--- config.mk ---
export PLATFORM = sky130hd
export DESIGN_NAME = fifo_queue
export DESIGN_NICKNAME = d
export VERILOG_FILES = /design/src/rtl/fifo_queue_pkg.sv /design/src/rtl/fifo_queue_mem.sv /design/src/rtl/fifo_queue.sv
export SDC_FILE = /design/constraint.sdc
export NUM_CORES = 1
export LEC_CHECK = 0
export BUFFER_PORTS_ARGS = -buffer_cell sky130_fd_sc_hd__buf_2
export CAP_MARGIN = 20
export CORE_ASPECT_RATIO = 0.75
export CORE_UTILIZATION = 60
export DETAILED_ROUTE_END_ITERATION = 8
export GPL_TIMING_DRIVEN = 0
export HOLD_SLACK_MARGIN = 0.03
export MAX_ROUTING_LAYER = met4
export PLACE_DENSITY = 0.76
export SYNTH_ARGS = -nofsm -noshare
export SYNTH_HDL_FRONTEND = slang
export SYNTH_SLANG_ARGS = --single-unit
--- constraint.sdc ---
create_clock -name clk -period 6.55 [get_ports clk]
set_input_delay 1.6375 -clock clk [delete_from_list [all_inputs] [get_ports clk]]
set_output_delay 1.6375 -clock clk [all_outputs]
set_load 0.1 [all_outputs]
--- src/rtl/fifo_queue_pkg.sv ---
// Shared LEG datapath definitions used by the queue and the stack.
// Holds default sizes, the pointer-width helper and the idle result-bus value.
package fifo_queue_pkg;

  localparam int QUEUE_DEPTH = 16;
  localparam int DATA_W      = 8;
  localparam int BUS_IDLE    = 0;

  // Smallest w with 2**w >= n; evaluated at elaboration time.
  function automatic int clog2(input int n);
    int w;
    w = 0;
    for (int i = 0; i < 31; i++) begin
      if ((1 << i) < n) w = i + 1;
    end
    return w;
  endfunction

endpackage

--- src/rtl/fifo_queue_mem.sv ---
// DEPTH x WIDTH register file for the queue: one synchronous write port,
// one asynchronous read port, cleared to zero by the asynchronous reset.
module fifo_queue_mem
  import fifo_queue_pkg::*;
#(
  parameter int DEPTH = QUEUE_DEPTH,
  parameter int WIDTH = DATA_W
) (
  input  logic                      clk,
  input  logic                      rst,
  input  logic                      wr_en,
  input  logic [clog2(DEPTH)-1:0]   wr_addr,
  input  logic [WIDTH-1:0]          wr_data,
  input  logic [clog2(DEPTH)-1:0]   rd_addr,
  output logic [WIDTH-1:0]          rd_data
);

  localparam int ADDR_W = clog2(DEPTH);

  logic [WIDTH-1:0] mem_word [DEPTH];

  // Entries are discrete registers because reset must clear every word.
  for (genvar gi = 0; gi < DEPTH; gi++) begin : g_entry
    logic [WIDTH-1:0] entry_reg;

    always_ff @(posedge clk or negedge rst) begin
      if (!rst) begin
        entry_reg <= '0;
      end else if (wr_en && (wr_addr == ADDR_W'(gi))) begin
        entry_reg <= wr_data;
      end
    end

    assign mem_word[gi] = entry_reg;
  end

  assign rd_data = mem_word[rd_addr];

endmodule

--- src/rtl/fifo_queue.sv ---
// FIFO queue for the LEG datapath: push at the tail, pop from the head,
// with FULL/EMPTY/COUNT status, a sticky ERR flag and a zero-idle OUTPUT.
module fifo_queue
  import fifo_queue_pkg::*;
#(
  parameter int DEPTH = QUEUE_DEPTH,
  parameter int WIDTH = DATA_W
) (
  input  logic                    clk,
  input  logic                    rst,
  input  logic                    PUSH,
  input  logic                    POP,
  input  logic [WIDTH-1:0]        VALUE,
  output logic [WIDTH-1:0]        OUTPUT,
  output logic                    FULL,
  output logic                    EMPTY,
  output logic [clog2(DEPTH):0]   COUNT,
  output logic                    ERR
);

  localparam int PTR_W = clog2(DEPTH);
  localparam int CNT_W = PTR_W + 1;

  logic [PTR_W-1:0] head_reg, head_next;
  logic [PTR_W-1:0] tail_reg, tail_next;
  logic [CNT_W-1:0] count_reg, count_next;
  logic             err_reg, err_next;

  logic             pop_ok;
  logic             push_ok;
  logic [WIDTH-1:0] head_data;

  assign EMPTY = (count_reg == '0);
  assign FULL  = (count_reg == CNT_W'(DEPTH));
  assign COUNT = count_reg;
  assign ERR   = err_reg;

  // A full queue still accepts a push when the head leaves on the same edge.
  assign pop_ok  = POP & ~EMPTY;
  assign push_ok = PUSH & (~FULL | pop_ok);

  assign OUTPUT = pop_ok ? head_data : WIDTH'(BUS_IDLE);

  always_comb begin
    head_next  = head_reg;
    tail_next  = tail_reg;
    count_next = count_reg;
    err_next   = err_reg;

    if (pop_ok)  head_next = head_reg + 1'b1;
    if (push_ok) tail_next = tail_reg + 1'b1;

    case ({push_ok, pop_ok})
      2'b10:   count_next = count_reg + 1'b1;
      2'b01:   count_next = count_reg - 1'b1;
      default: count_next = count_reg;
    endcase

    if ((PUSH && !push_ok) || (POP && EMPTY)) err_next = 1'b1;
  end

  always_ff @(posedge clk or negedge rst) begin
    if (!rst) begin
      head_reg  <= '0;
      tail_reg  <= '0;
      count_reg <= '0;
      err_reg   <= 1'b0;
    end else begin
      head_reg  <= head_next;
      tail_reg  <= tail_next;
      count_reg <= count_next;
      err_reg   <= err_next;
    end
  end

  fifo_queue_mem #(
    .DEPTH (DEPTH),
    .WIDTH (WIDTH)
  ) u_mem (
    .clk     (clk),
    .rst     (rst),
    .wr_en   (push_ok),
    .wr_addr (tail_reg),
    .wr_data (VALUE),
    .rd_addr (head_reg),
    .rd_data (head_data)
  );

endmodule

==> out/results.txt <==
status: finished, final reports clean
Post-Syn Area: 7020 um^2
Relative slew margins: 0.299
Hold/Removal Path Class: flip-flop to flip-flop
reg2reg start: COUNT[1]
commonest register cell after synthesis: dfrtp_1
Slew Viols, Final: 0
Clk pin slew, worst setup/hold paths: 0.06 ns
most common cell after layout, fill and taps aside: dfrtp_1
#FFs+latches synth: 142
Setup Viol. Count Final: 0
worst path cell trace: clkbuf_1, buf_1, mux4_2, mux2i_1, o22ai_1, buf_2
slowest CP cell: buf_1
Row Count: 33
CORE AREA: 11100 um^2
RSZ-0062 raised after global routing: false
clk buf depth: 2
commonest non-fill, non-tap cells in the layout: dfrtp_1, mux2_2, mux2_4
starting density of the core: 0.629
setup bufs post-CTS: 0
DP HPWL: 10200 um
leakage power: 0.00348 uW
Netlist cell types: 41
Nets: 515
GRT Total Usage: 0.298
R2R setup slack: 3.55 ns
pre-CTS worst setup slack: 1.87 ns
Worst Reg2Reg Path Length in Cells: 8
placed cell count: 615
DR vias: 4022
first-pass GRT wire length: 25000 um
final WL: 15600 um
syn avg cell area: 15.8 um^2
final antenna-violating net count: 0
Hold Path Depth: 1
TritonCTS buffer count: 17
Hold WS: 0.467 ns
WL/cell: 24.2 um
max_cap viols: 0
clk sinks: 142
Area Overhead vs Synth: 14.1%
Tot Pwr: 4670 uW
initial antenna violation count: 0
post-synthesis sequential area ratio: 0.506
clk_lat worst skew: 0.41 ns
Multi-input gate area: 3320 um^2
Fin Clk Skew: 0.00943 ns
fillers: 720
grt ovf: 0
Initial DRT Pass Iterations: 4
syn_nets: 465
Post-synth EDFFs: 0
Iter 0 DRT Violations: 253
crit path launch type: flip-flop
Largest register FFs: 128
power per cell area: 584 nW/um^2
Slowest Stage Delay on Critical Path: 0.68 ns
hold endpoint: ERR
GPL Wtd Cong: 0.799
final hold violation count: 0
Arrival @ worst endpoint: 3.10 ns
largest net degree at the start of global routing: 81
fin crit share: 0.724
die height: 95.7 um
diode count: 0
synth warn: 0
H-Tree Depth: 4
die area: 12100 um^2
Final TNS setup: 0 ns
CTS resizes: 0
register area: 3550 um^2
io pins: 28
DRC Markers: 0
hold_buf cts: 0
RR Endpoint: COUNT[4]
Setup Crit Path Kind: flip-flop to output pin
Die Wd: 127 um
actual slew at the worst max-slew pin: 1.05 ns
vias in the first global route: 4230
crit end category: output pin
worst setup margin: 1.81 ns
Post-Synthesis Cells: 444
peak supply drop: 0.455 mV
critical path peak fanout: 10
Hold Startpoint: ERR
fin cells: 646
share of cells above drive strength 1: 0.498
WP data required: 4.91 ns
CTS tree: built
# port buffers: 26
root buffer cell: clkbuf_16
DR vias/cell: 6.23
max frequency: 211 MHz
crit path time final: 4.74 ns
asr flop ratio synth: 1.00
==> routing by layer <==
metal | track usage | share of wire
met5 | - | 0
met4 | 0.0853 | 0.0053
met2 | 0.433 | 0.46
met3 | 0.0477 | 0.065
met1 | 0.436 | 0.47
==> worst max-delay path by stage <==
stage | startpoint | end | slack [ns] | cells past startpoint
after detailed placement | POP | OUTPUT[2] | 1.87 | 5
after CTS | head_reg[2] | OUTPUT[2] | 1.83 | 6
after floorplan | POP | OUTPUT[6] | 1.45 | 3
after global placement | POP | OUTPUT[2] | 1.88 | 5
final | head_reg[2] | OUTPUT[2] | 1.81 | 6
after global routing | head_reg[2] | OUTPUT[2] | 1.72 | 6
==> layout make-up <==
type	count	area share
clock buffers	20	0.0570
flip-flops and latches	142	0.444
repair buffers	31	0.0242
multi-input cells	273	0.415
well taps	140	0.0219
plain buffers	26	0.0159
inverters	3	0.00141
clock inverters	11	0.0206
==> worst max-delay path, delay by kind of cell, from the launching register on <==
family | cells | cell delay (ns)
buffers and inverters | 3 | 1.57
flip-flops | 1 | 0.35
multiplexers | 2 | 0.49
AO/OA/AOI/OAI | 1 | 0.27
==> cell usage after synthesis, types with 2 or more instances <==
cell | count | area share
nand2b_1 | 5 | 0.0045
xnor2_1 | 5 | 0.0062
nor3_2 | 5 | 0.0071
a21oi_1 | 4 | 0.0029
nand3_1 | 3 | 0.0021
nor2_1 | 3 | 0.0016
mux2i_1 | 16 | 0.023
inv_1 | 3 | 0.0016
dfrtp_1 | 142 | 0.51
a21o_1 | 3 | 0.0032
buf_1 | 3 | 0.0016
clkbuf_1 | 16 | 0.0086
buf_2 | 5 | 0.0036
nand2_1 | 14 | 0.0075
xor2_1 | 4 | 0.0050
nand4_1 | 2 | 0.0018
mux4_2 | 30 | 0.096
o22ai_1 | 7 | 0.0062
nor4_2 | 4 | 0.0071
nor3_4 | 7 | 0.016
mux2_4 | 56 | 0.12
nor2b_1 | 2 | 0.0018
mux2_2 | 80 | 0.13
ha_1 | 8 | 0.014
==> stage by stage <==
| stage | cell area [um^2] | util |
|---|---|---|
| finish | 8010 | 0.718 |
| global route | 8010 | 0.718 |
| CTS | 8010 | 0.718 |
| detailed placement | 7390 | 0.663 |
| global placement | 7320 | 0.657 |
| floorplan | 7020 | - |
==> power breakdown <==
part	total, uW	internal, uW	switching [uW]
sequential	1560	1310	255
clock	1020	654	364
combinational	2090	964	1130
total	4670	2920	1750
==> logic make-up after synthesis <==
family	count (synthesis)	share of synthesized area
DFF	142	0.506
AOI/OAI and AO/OA	22	0.0214
adders and majority gates	9	0.0171
xor gates and xnor gates	9	0.0112
and+or+nand+nor	51	0.0567
buffers and inverters	29	0.0198
muxes	182	0.367
Power figures use the tool's default switching activity.
